===== config.mk =====
export PLATFORM = sky130hd
export DESIGN_NAME = lsu_flat
export DESIGN_NICKNAME = d
export VERILOG_FILES = /design/src/rtl/lsu_pkg.sv /design/src/rtl/lsu_if.sv /design/src/rtl/lsu_align.sv /design/src/rtl/lsu.sv /design/src/flat_wrapper.sv
export SDC_FILE = /design/constraint.sdc
export NUM_CORES = 1
export LEC_CHECK = 0
export BUFFER_PORTS_ARGS = -buffer_cell sky130_fd_sc_hd__clkbuf_2
export CAP_MARGIN = 0
export CORE_MARGIN = 8
export CORE_UTILIZATION = 52
export CTS_BUF_LIST = sky130_fd_sc_hd__clkbuf_4
export DETAILED_ROUTE_END_ITERATION = 16
export MAX_ROUTING_LAYER = met4
export PLACE_DENSITY_LB_ADDON = 0.05
export SYNTH_ARGS = -nofsm -noshare
export SYNTH_HDL_FRONTEND = slang
export SYNTH_SLANG_ARGS = --single-unit

===== constraint.sdc =====
create_clock -name clk -period 3.3 [get_ports clk]
set_input_delay 0.495 -clock clk [delete_from_list [all_inputs] [get_ports clk]]
set_output_delay 0.495 -clock clk [all_outputs]
set_load 0.01 [all_outputs]

===== src/rtl/lsu_pkg.sv =====
// Shared opcode, funct3 and FSM encodings for the load/store unit.
package lsu_pkg;

    localparam logic [6:0] INST_TYPE_L = 7'b0000011;
    localparam logic [6:0] INST_TYPE_S = 7'b0100011;

    localparam logic [2:0] INST_LB  = 3'b000;
    localparam logic [2:0] INST_LH  = 3'b001;
    localparam logic [2:0] INST_LW  = 3'b010;
    localparam logic [2:0] INST_LBU = 3'b100;
    localparam logic [2:0] INST_LHU = 3'b101;
    localparam logic [2:0] INST_SB  = 3'b000;
    localparam logic [2:0] INST_SH  = 3'b001;
    localparam logic [2:0] INST_SW  = 3'b010;

    localparam logic [1:0] LSU_IDLE = 2'd0;
    localparam logic [1:0] LSU_BUSY = 2'd1;
    localparam logic [1:0] LSU_RESP = 2'd2;

endpackage


===== src/rtl/lsu_if.sv =====
// Data RAM req/ack bus between the LSU (master) and the RAM (slave).
interface lsu_if;

    logic        mem_req_o;
    logic        mem_we_o;
    logic [31:0] mem_addr_o;
    logic [31:0] mem_wdata_o;
    logic [3:0]  mem_be_o;
    logic        mem_ack_i;
    logic [31:0] mem_rdata_i;

    modport master (
        output mem_req_o, mem_we_o, mem_addr_o, mem_wdata_o, mem_be_o,
        input  mem_ack_i, mem_rdata_i
    );

    modport slave (
        input  mem_req_o, mem_we_o, mem_addr_o, mem_wdata_o, mem_be_o,
        output mem_ack_i, mem_rdata_i
    );

endinterface


===== src/rtl/lsu_align.sv =====
// Combinational lane logic: store replication, byte enables, misalignment
// check on the incoming op, and extraction/extension of the returned word.
module lsu_align
    import lsu_pkg::*;
(
    input  logic        i_is_store,
    input  logic [2:0]  i_funct3,
    input  logic [1:0]  i_addr_lo,
    input  logic [31:0] i_store_data,
    input  logic [2:0]  i_ld_funct3,
    input  logic [1:0]  i_ld_addr_lo,
    input  logic [31:0] i_rdata,
    output logic [31:0] o_wdata,
    output logic [3:0]  o_be,
    output logic        o_misalign,
    output logic [31:0] o_ld_data
);

    logic [7:0]  w_byte;
    logic [15:0] w_half;

    // Store lane replication and byte enables; loads drive no lanes.
    always_comb begin
        o_wdata = 32'h0000_0000;
        o_be    = 4'b0000;
        if (i_is_store) begin
            case (i_funct3)
                INST_SB: begin
                    o_wdata = {4{i_store_data[7:0]}};
                    o_be    = 4'b0001 << i_addr_lo;
                end
                INST_SH: begin
                    o_wdata = {2{i_store_data[15:0]}};
                    o_be    = 4'b0011 << i_addr_lo;
                end
                INST_SW: begin
                    o_wdata = i_store_data;
                    o_be    = 4'b1111;
                end
                default: begin
                    o_wdata = 32'h0000_0000;
                    o_be    = 4'b0000;
                end
            endcase
        end else begin
            o_wdata = 32'h0000_0000;
            o_be    = 4'b0000;
        end
    end

    // funct3[1:0] gives the access size for both loads and stores.
    always_comb begin
        o_misalign = 1'b0;
        case (i_funct3[1:0])
            2'b01:   o_misalign = i_addr_lo[0];
            2'b10:   o_misalign = (i_addr_lo != 2'b00);
            default: o_misalign = 1'b0;
        endcase
    end

    // Byte and halfword lane selection from the latched address offset.
    always_comb begin
        w_byte = 8'h00;
        case (i_ld_addr_lo)
            2'd0:    w_byte = i_rdata[7:0];
            2'd1:    w_byte = i_rdata[15:8];
            2'd2:    w_byte = i_rdata[23:16];
            2'd3:    w_byte = i_rdata[31:24];
            default: w_byte = 8'h00;
        endcase
        if (i_ld_addr_lo[1]) begin
            w_half = i_rdata[31:16];
        end else begin
            w_half = i_rdata[15:0];
        end
    end

    // Sign or zero extension by load type.
    always_comb begin
        o_ld_data = 32'h0000_0000;
        case (i_ld_funct3)
            INST_LB:  o_ld_data = {{24{w_byte[7]}}, w_byte};
            INST_LH:  o_ld_data = {{16{w_half[15]}}, w_half};
            INST_LW:  o_ld_data = i_rdata;
            INST_LBU: o_ld_data = {24'h00_0000, w_byte};
            INST_LHU: o_ld_data = {16'h0000, w_half};
            default:  o_ld_data = 32'h0000_0000;
        endcase
    end

endmodule


===== src/rtl/lsu.sv =====
// Load/store unit: decodes mem ops, runs the req/ack FSM with an ack
// timeout, and returns the aligned load result to the MEM stage.
module lsu
    import lsu_pkg::*;
#(
    parameter int unsigned TIMEOUT = 255
) (
    input  logic        clk,
    input  logic        rst,
    input  logic [31:0] inst_i,
    input  logic        valid_i,
    input  logic [31:0] addr_i,
    input  logic [31:0] store_data_i,
    lsu_if.master       bus,
    output logic [31:0] mem_data_o,
    output logic        stall_o,
    output logic        misalign_o,
    output logic        bus_err_o
);

    localparam logic [8:0] LP_TIMEOUT = 9'(TIMEOUT);

    logic [1:0]  r_state;
    logic [7:0]  r_cnt;
    logic        r_req;
    logic        r_we;
    logic [31:0] r_addr;
    logic [31:0] r_wdata;
    logic [3:0]  r_be;
    logic [2:0]  r_funct3;
    logic [1:0]  r_addr_lo;
    logic [31:0] r_data;
    logic        r_misalign;
    logic        r_bus_err;

    logic [6:0]  w_opcode;
    logic [2:0]  w_funct3;
    logic        w_is_load;
    logic        w_is_store;
    logic        w_mem_op;
    logic        w_misalign;
    logic [31:0] w_wdata;
    logic [3:0]  w_be;
    logic [31:0] w_ld_data;
    logic [8:0]  w_cnt_next;
    logic        w_stall;
    logic        w_unused;

    assign w_opcode   = inst_i[6:0];
    assign w_funct3   = inst_i[14:12];
    assign w_mem_op   = valid_i & (w_is_load | w_is_store);
    assign w_cnt_next = {1'b0, r_cnt} + 9'd1;
    assign w_unused   = &{1'b0, inst_i[31:15], inst_i[11:7]};

    // Decode: only the listed funct3 values count as mem ops.
    always_comb begin
        w_is_load  = 1'b0;
        w_is_store = 1'b0;
        if (w_opcode == INST_TYPE_L) begin
            case (w_funct3)
                INST_LB, INST_LH, INST_LW, INST_LBU, INST_LHU: w_is_load = 1'b1;
                default: w_is_load = 1'b0;
            endcase
        end else if (w_opcode == INST_TYPE_S) begin
            case (w_funct3)
                INST_SB, INST_SH, INST_SW: w_is_store = 1'b1;
                default: w_is_store = 1'b0;
            endcase
        end else begin
            w_is_load  = 1'b0;
            w_is_store = 1'b0;
        end
    end

    lsu_align u_align (
        .i_is_store   (w_is_store),
        .i_funct3     (w_funct3),
        .i_addr_lo    (addr_i[1:0]),
        .i_store_data (store_data_i),
        .i_ld_funct3  (r_funct3),
        .i_ld_addr_lo (r_addr_lo),
        .i_rdata      (bus.mem_rdata_i),
        .o_wdata      (w_wdata),
        .o_be         (w_be),
        .o_misalign   (w_misalign),
        .o_ld_data    (w_ld_data)
    );

    // Stall must be combinational so the op seen in IDLE freezes the pipe at once.
    always_comb begin
        w_stall = 1'b0;
        if (rst) begin
            w_stall = 1'b0;
        end else if (r_state == LSU_BUSY) begin
            w_stall = 1'b1;
        end else if ((r_state == LSU_IDLE) && w_mem_op) begin
            w_stall = 1'b1;
        end else begin
            w_stall = 1'b0;
        end
    end

    // FSM, wait counter, latched request fields and result register.
    always_ff @(posedge clk) begin
        if (rst) begin
            r_state    <= LSU_IDLE;
            r_cnt      <= 8'd0;
            r_req      <= 1'b0;
            r_we       <= 1'b0;
            r_addr     <= 32'h0000_0000;
            r_wdata    <= 32'h0000_0000;
            r_be       <= 4'b0000;
            r_funct3   <= 3'b000;
            r_addr_lo  <= 2'b00;
            r_data     <= 32'h0000_0000;
            r_misalign <= 1'b0;
            r_bus_err  <= 1'b0;
        end else begin
            case (r_state)
                LSU_IDLE: begin
                    r_misalign <= 1'b0;
                    r_bus_err  <= 1'b0;
                    if (w_mem_op && w_misalign) begin
                        r_misalign <= 1'b1;
                        r_data     <= 32'h0000_0000;
                        r_state    <= LSU_RESP;
                    end else if (w_mem_op) begin
                        r_req     <= 1'b1;
                        r_we      <= w_is_store;
                        r_addr    <= {addr_i[31:2], 2'b00};
                        r_wdata   <= w_wdata;
                        r_be      <= w_be;
                        r_funct3  <= w_funct3;
                        r_addr_lo <= addr_i[1:0];
                        r_cnt     <= 8'd0;
                        r_state   <= LSU_BUSY;
                    end else begin
                        r_state <= LSU_IDLE;
                    end
                end
                LSU_BUSY: begin
                    // An ack on the final wait cycle still wins over the timeout.
                    if (bus.mem_ack_i) begin
                        r_req   <= 1'b0;
                        r_data  <= r_we ? 32'h0000_0000 : w_ld_data;
                        r_state <= LSU_RESP;
                    end else if (w_cnt_next == LP_TIMEOUT) begin
                        r_req     <= 1'b0;
                        r_bus_err <= 1'b1;
                        r_data    <= 32'h0000_0000;
                        r_state   <= LSU_RESP;
                    end else begin
                        r_cnt <= w_cnt_next[7:0];
                    end
                end
                LSU_RESP: begin
                    r_misalign <= 1'b0;
                    r_bus_err  <= 1'b0;
                    r_state    <= LSU_IDLE;
                end
                default: begin
                    r_req   <= 1'b0;
                    r_state <= LSU_IDLE;
                end
            endcase
        end
    end

    assign bus.mem_req_o   = r_req;
    assign bus.mem_we_o    = r_we;
    assign bus.mem_addr_o  = r_addr;
    assign bus.mem_wdata_o = r_wdata;
    assign bus.mem_be_o    = r_be;
    assign mem_data_o      = r_data;
    assign stall_o         = w_stall;
    assign misalign_o      = r_misalign;
    assign bus_err_o       = r_bus_err;

endmodule

===== src/flat_wrapper.sv =====
// flat-port wrapper written by rule: the top's interface ports become plain ports
module lsu_flat import lsu_pkg::*;
#(
    parameter int unsigned TIMEOUT = 255
)
  (clk, rst, inst_i, valid_i, addr_i, store_data_i, mem_data_o, stall_o, misalign_o, bus_err_o, bus_mem_req_o, bus_mem_we_o, bus_mem_addr_o, bus_mem_wdata_o, bus_mem_be_o, bus_mem_ack_i, bus_mem_rdata_i);
  lsu_if bus_i ();
  input  logic clk;
  input  logic rst;
  input  logic [31:0] inst_i;
  input  logic valid_i;
  input  logic [31:0] addr_i;
  input  logic [31:0] store_data_i;
  output logic [31:0] mem_data_o;
  output logic stall_o;
  output logic misalign_o;
  output logic bus_err_o;
  output wire logic [$bits(bus_i.mem_req_o)-1:0] bus_mem_req_o;
  output wire logic [$bits(bus_i.mem_we_o)-1:0] bus_mem_we_o;
  output wire logic [$bits(bus_i.mem_addr_o)-1:0] bus_mem_addr_o;
  output wire logic [$bits(bus_i.mem_wdata_o)-1:0] bus_mem_wdata_o;
  output wire logic [$bits(bus_i.mem_be_o)-1:0] bus_mem_be_o;
  input wire logic [$bits(bus_i.mem_ack_i)-1:0] bus_mem_ack_i;
  input wire logic [$bits(bus_i.mem_rdata_i)-1:0] bus_mem_rdata_i;
  assign bus_mem_req_o = bus_i.mem_req_o;
  assign bus_mem_we_o = bus_i.mem_we_o;
  assign bus_mem_addr_o = bus_i.mem_addr_o;
  assign bus_mem_wdata_o = bus_i.mem_wdata_o;
  assign bus_mem_be_o = bus_i.mem_be_o;
  assign bus_i.mem_ack_i = bus_mem_ack_i;
  assign bus_i.mem_rdata_i = bus_mem_rdata_i;
  lsu #(.TIMEOUT(TIMEOUT)) u_core (.clk(clk), .rst(rst), .inst_i(inst_i), .valid_i(valid_i), .addr_i(addr_i), .store_data_i(store_data_i), .bus(bus_i), .mem_data_o(mem_data_o), .stall_o(stall_o), .misalign_o(misalign_o), .bus_err_o(bus_err_o));
endmodule

==> results of run 1 <==
-- placed cells by master, fill, tap and decap left out, types with 3 or more instances in the layout --
| cell type | synthesis | routed |
|---|---|---|
| a211oi_1 | 3 | 3 |
| dfxtp_1 | 117 | 117 |
| nor2b_1 | 7 | 7 |
| clkbuf_2 | 0 | 212 |
| a21o_1 | 13 | 13 |
| inv_1 | 7 | 7 |
| nor2_1 | 68 | 68 |
| mux2i_1 | 15 | 15 |
| nor3_1 | 6 | 6 |
| ha_1 | 5 | 5 |
| o21ai_0 | 8 | 8 |
| clkinv_2 | 0 | 3 |
| a2111oi_0 | 7 | 7 |
| a31oi_1 | 3 | 3 |
| buf_4 | 2 | 10 |
| o41ai_1 | 3 | 3 |
| clkbuf_4 | 0 | 23 |
| a221oi_1 | 8 | 8 |
| a21oi_1 | 102 | 102 |
| nand2b_1 | 7 | 7 |
| o2bb2ai_1 | 26 | 26 |
| nand2_1 | 109 | 109 |
| a22oi_1 | 24 | 24 |
| nand3_1 | 7 | 7 |
-- worst paths after layout --
kind	start	end	slack, ns	cells past startpoint
setup / recovery	u_core.r_state[0]	u_core.mem_data_o[31]	0.74	5
hold / removal	addr_i[8]	u_core.bus.mem_addr_o[8]	0.19	3
setup reg to reg	u_core.r_state[0]	u_core.mem_data_o[31]	0.74	5
hold reg to reg	u_core.bus.mem_addr_o[19]	u_core.bus.mem_addr_o[19]	0.46	2
-- metrics by stage --
stage	power, W	util [%]
floorplan	0.001531	-
global placement	0.001630	65.03
detailed placement	0.001635	65.03
CTS	0.002603	67.66
global route	0.002697	67.66
finish	0.002588	67.66
-- cell families after synthesis --
logic type,count (synthesis),share of synthesized area (%)
DFF,117,45.20
AOI/OAI and AO/OA,212,26.99
other,1,0.07236
muxes,16,3.114
and+or+nand+nor,225,18.93
adders and majority gates,5,1.207
xor gates and xnor gates,1,0.1690
buffers and inverters,53,4.322
-- metal layers --
metal  vias to the layer above  GRT usage, %  part of all wire (%)
li1                       2635             -                     -
met1                      2487         27.37                    41
met2                       226         38.69                    49
met3                        31         8.286                   7.9
met4                         0         9.248                   2.2
met5                         -             -                     0
-- registers in the layout, indices dropped and copies added, names as in the netlist --
name and flops:
u_core.bus.mem_addr_o 30, u_core.bus.mem_req_o 1, u_core.misalign_o 1, u_core.r_cnt 8, u_core.bus.mem_wdata_o 32, u_core.mem_data_o 32
u_core.r_state 2, u_core.bus.mem_be_o 4, u_core.r_funct3 3, u_core.r_addr_lo 2, u_core.bus_err_o 1, u_core.bus.mem_we_o 1
-- worst max-delay path, delay by kind of cell, from the launching register on --
kind,cells,cell delay (ns)
AOI/OAI and AO/OA,1,0.24
and+or+nand+nor,4,1.79
DFF,1,0.44
-- power by group through the flow --
stage          clock, W  sequential [W]  combinational [W]
5_1_grt         0.00107         0.00141           0.000210
2_1_floorplan         0         0.00145          0.0000854
3_5_place_dp          0         0.00145           0.000189
6_report       0.000982         0.00141           0.000193
3_3_place_gp          0         0.00145           0.000185
4_1_cts         0.00100         0.00141           0.000191
-- area by class of cell --
cell class | instances | area (um2)
clock buffer | 23 | 172.7
clock inverter | 7 | 82.58
fill | 866 | 3147
inverter | 7 | 26.28
multi-input combinational | 461 | 2636
sequential | 117 | 2342
tap | 133 | 166.4
timing repair buffer | 223 | 1156
==> run_results.csv, run 1 <==
group,metric,value,unit
synthesis,synth_area,5182,um2
synthesis,synth_most_common_cell,"dfxtp_1",
power_and_ir_drop,p_int,0.001976,W
floorplan,rows,36,
route,via_per_inst,5.540,
synthesis,synth-main-ff-cell,"dfxtp_1",
clocking,cts_tree,"built",
route,firstDrtPassIters,5,
timing,rsz0062_at_grt,"false",
timing,setup_tns,0,ns
synthesis,synth-edff-count,0,
route,drtIter0Drc,498,
setup_path,worstPathArrival,2.99,ns
global_route,antenna_found_initial,0,
global_route,grt.overflow.total,0,
global_route,grt_pass1_vias,5260,
cells_and_area,drive_gt1_share,31.74,%
timing,hold_violations,0,
timing,worst_pin_slew,1.189,ns
synthesis,synth_cells,630,
placed_design,placed_cell_area,6327,um2
power_and_ir_drop,p_sw,0.0006117,W
timing,period_needed,2.558,ns
synthesis,synth.area.top_cells,"dfxtp_1, a21oi_1, nand2_1",
synthesis,async_reset_ff_share,0,%
power_and_ir_drop,sequentialPowerShare,54.6,%
placed_design,dp_cells,941,
timing,max_freq,390.9,MHz
clocking,cts_num_sinks,117,
setup_path,worstSetupStartpointType,"flip-flop",
setup_path,crit_slowest_cell,"or2_1",
timing,hold_slack,0.1902,ns
clocking,cts_setup_buffers,0,
synthesis,synth_top_area_cell,"dfxtp_1",
power_and_ir_drop,p_clk_share,37.9,%
flow_run,maxCapViolations,0,
synthesis,yosys-top-cells-count,"dfxtp_1, nand2_1, a21oi_1, nor2_1, clkbuf_1",
synthesis,synth_top_cell_area_share,45.20,%
cells_and_area,post-route-cell-area,6583,um2
timing,setup_viol,0,
run_status,status,"completed",
clocking,cts-htree-levels,4,
synthesis,yosysUniqueCellTypes,57,
synthesis,syn_avg_cell_area,8.226,um2
global_route,grt_max_degree,77,
cells_and_area,nets,964,
global_route,grt_use_total,24.18,%
power_and_ir_drop,comb_power_share,7.5,%
setup_path,cp-end-kind,"flip-flop",
floorplan,dieArea,13420,um2
timing,slew_headroom,20.03,%
route,vias,5379,
clocking,clock_latency,0.52,ns
placed_design,portBuffers,212,
clocking,path_clk_slew,0.10,ns
timing,fin_ws,0.7420,ns
global_route,grt_pass1_wl,25020,um
timing,final_max_slew_viol_count,0,
timing,skew,0.01213,ns
hold_path,hold_path.class,"input port to flip-flop",
clocking,clk_path_buf_depth,2,
setup_path,crit_fanout,17,
cells_and_area,area_growth,27.02,%
placed_design,place.gp.congestion,0.9329,
route,routedWlPerCell,16.61,um
setup_path,worstPathCellList,"nand2b_1 > nor2_1 > nand4b_1 > or2_1 > o2bb2ai_1",
placed_design,pre_cts_slack,0.6567,ns
synthesis,ys_seq_area_share,45.20,%
power_and_ir_drop,ir_drop,0.3870,mV
floorplan,initial_core_util,53.27,%
clocking,hold_buffers,0,
floorplan,die_h,115.8,um
cells_and_area,stdcell_count,971,
placed_design,dp_hpwl,12100,um
floorplan,fp.coreArea,9729,um2
floorplan,die_w,115.8,um
route,drc,0,
setup_path,slowest_delay,0.68,ns
route,drtAntennaViolNets,0,
cells_and_area,antenna_cells,0,
setup_path,crit_type,"flip-flop to flip-flop",
power_and_ir_drop,p_sw_share,23.64,%
clocking,cts_root_buf,"clkbuf_4",
synthesis,synth_seq_cells,117,
synthesis,synth_warnings,0,
route,drt_wl_total,16130,um
power_and_ir_drop,p_per_area,393.2,nW/um2
clocking,cts_resized,0,
clocking,cts_made_buffers,17,
timing,finalCritPeriodShare,77.52,%
setup_path,required,3.73,ns
power_and_ir_drop,p_leak,2.917,nW
floorplan,io_pins,237,
Power figures use the tool's default switching activity.
==> inputs of run 2 (changes only) <==
--- a/config.mk
+++ b/config.mk
@@ -5,10 +5,11 @@
 export SDC_FILE = /design/constraint.sdc
 export NUM_CORES = 1
 export LEC_CHECK = 0
+export ABC_AREA = 1
 export BUFFER_PORTS_ARGS = -buffer_cell sky130_fd_sc_hd__clkbuf_2
 export CAP_MARGIN = 0
 export CORE_MARGIN = 8
-export CORE_UTILIZATION = 52
+export CORE_UTILIZATION = 51
 export CTS_BUF_LIST = sky130_fd_sc_hd__clkbuf_4
 export DETAILED_ROUTE_END_ITERATION = 16
 export MAX_ROUTING_LAYER = met4
==> constraint.sdc (replaced) <==
create_clock -name clk -period 2.6 [get_ports clk]
set_input_delay 0.39 -clock clk [delete_from_list [all_inputs] [get_ports clk]]
set_output_delay 0.39 -clock clk [all_outputs]
set_load 0.01 [all_outputs]
==> run_results.csv, run 2 <==
group,metric,value,unit
global_route,antenna_found_initial,2,
synthesis,synth_seq_cells,117,
cells_and_area,utilization,64.45,%
synthesis,synth_top_area_cell,"dfxtp_1",
placed_design,portBuffers,212,
global_route,grt_use_total,23.76,%
placed_design,pre_cts_slack,0.2005,ns
synthesis,synth-edff-count,0,
floorplan,io_pins,237,
timing,hold_violations,0,
timing,rsz0062_at_grt,"false",
timing,max_freq,428.1,MHz
timing,setup_viol,0,
timing,slew_headroom,40.19,%
placed_design,place.gp.congestion,0.8626,
timing,final_max_slew_viol_count,0,
floorplan,die_h,124.8,um
clocking,clock_latency,0.52,ns
hold_path,hold_path.class,"input port to flip-flop",
route,via_per_inst,4.964,
synthesis,synth_area,6037,um2
timing,fin_ws,0.2641,ns
synthesis,yosys-top-cells-count,"nand2_1, dfxtp_1, nor2_1, a21oi_1, inv_1",
clocking,cts_num_sinks,117,
power_and_ir_drop,ir_drop,0.3680,mV
flow_run,maxCapViolations,0,
cells_and_area,nets,1269,
synthesis,ys_seq_area_share,38.80,%
floorplan,dieArea,15580,um2
route,routedWlPerCell,14.12,um
timing,finalCritPeriodShare,89.84,%
synthesis,synth.area.top_cells,"dfxtp_1, nand2_1, a21oi_1",
route,firstDrtPassIters,5,
global_route,grt_max_degree,70,
route,drtIter0Drc,359,
setup_path,crit_fanout,9,
placed_design,dp_cells,1256,
clocking,cts_root_buf,"clkbuf_4",
synthesis,synth_cells,934,
global_route,grt_pass1_vias,6167,
cells_and_area,post-route-cell-area,7391,um2
cells_and_area,stdcell_count,1288,
global_route,grt.overflow.total,0,
clocking,cts-htree-levels,4,
synthesis,async_reset_ff_share,0,%
timing,worst_pin_slew,0.8961,ns
clocking,cts_made_buffers,17,
route,drt_wl_total,18190,um
floorplan,rows,39,
setup_path,worstSetupStartpointType,"input port",
power_and_ir_drop,p_leak,3.590,nW
global_route,grt_pass1_wl,29700,um
clocking,hold_buffers,0,
placed_design,dp_hpwl,13730,um
floorplan,die_w,124.8,um
synthesis,synth_warnings,0,
cells_and_area,n_fill_cell,1160,
setup_path,required,2.21,ns
cells_and_area,layout_commonest_cell,"nand2_1",
cells_and_area,drive_gt1_share,24.32,%
clocking,clk_path_buf_depth,2,
cells_and_area,final_cell_mix,"nand2_1, clkbuf_2, dfxtp_1",
synthesis,synth-main-ff-cell,"dfxtp_1",
timing,period_needed,2.336,ns
route,drc,0,
clocking,path_clk_slew,0.10,ns
cells_and_area,area_growth,22.42,%
run_status,status,"completed",
route,drtAntennaViolNets,0,
synthesis,synth_top_cell_area_share,38.80,%
clocking,cts_setup_buffers,0,
synthesis,yosysUniqueCellTypes,35,
placed_design,placed_cell_area,7126,um2
power_and_ir_drop,p_per_area,447.3,nW/um2
setup_path,cp-end-kind,"output port",
setup_path,crit_type,"input port to output port",
timing,setup_tns,0,ns
clocking,cts_tree,"built",
route,vias,6393,
cells_and_area,multi_input_area,3037,um2
clocking,cts_resized,0,
setup_path,worstPathArrival,1.95,ns
synthesis,syn_avg_cell_area,6.464,um2
cells_and_area,regArea,2342,um2
floorplan,fp.coreArea,11470,um2
synthesis,synth_most_common_cell,"nand2_1",
floorplan,initial_core_util,52.65,%
timing,skew,0.01195,ns
## run 2: per-layer routing
layer  part of all wire [%]  vias up  track usage, %
met3                    7.3       19           7.915
met1                     43     2825           27.30
met4                    1.3        0           7.016
met5                      0        -               -
li1                       -     3357               -
met2                     48      192           38.57
## run 2: final timing paths
path                                 start                   endpoint  slack, ns  cells past startpoint
setup reg to reg           u_core.r_cnt[1]      u_core.mem_data_o[15]       0.52                     13
setup / recovery                inst_i[12]                    stall_o       0.26                     12
hold reg to reg   u_core.bus.mem_addr_o[2]   u_core.bus.mem_addr_o[2]       0.47                      2
hold / removal                  addr_i[21]  u_core.bus.mem_addr_o[21]       0.08                      3
## run 2: logic make-up (layout without fill, tap and decap cells)
family	count (synthesis)	in the layout	share of synthesized area [%]
compound gates	182	182	16.33
other cells	1	4	0.06212
buf+inv	143	351	10.96
simple gates	486	486	32.81
flops	117	117	38.80
fa+ha+maj	5	5	1.036
## run 2: power by group
group	switching [W]	internal, W	total (W)
Combinational	0.000152	0.0000975	0.000250
Sequential	0.00000272	0.00179	0.00180
Clock	0.000673	0.000586	0.00126
## run 2: through the flow
stage	hold WS (ns)	power (W)
2_1_floorplan	0.4639	0.001957
3_3_place_gp	0.4503	0.002086
3_5_place_dp	0.4542	0.002086
4_1_cts	0.02507	0.003347
5_1_grt	0.03481	0.003457
6_report	0.07788	0.003306
## run 2: cell type report
cell class,instances,area share (%)
clock inverters,10,1.490
well taps,143,2.421
diodes,2,0.06772
flip-flops and latches,117,31.69
clock buffers,20,2.031
repair buffers,228,16.49
multi-input cells,675,41.09
inverters,93,4.723
## run 2: worst max-delay path: stages
cell and delay (ns):
clkbuf_2 0.10, inv_1 0.07, ha_1 0.15, inv_1 0.07
nor2_4 0.23, nor2_4 0.07, nand2_2 0.08, nand3_4 0.14
nand2_4 0.15, nand2_1 0.07, a211oi_1 0.25, clkbuf_2 0.18
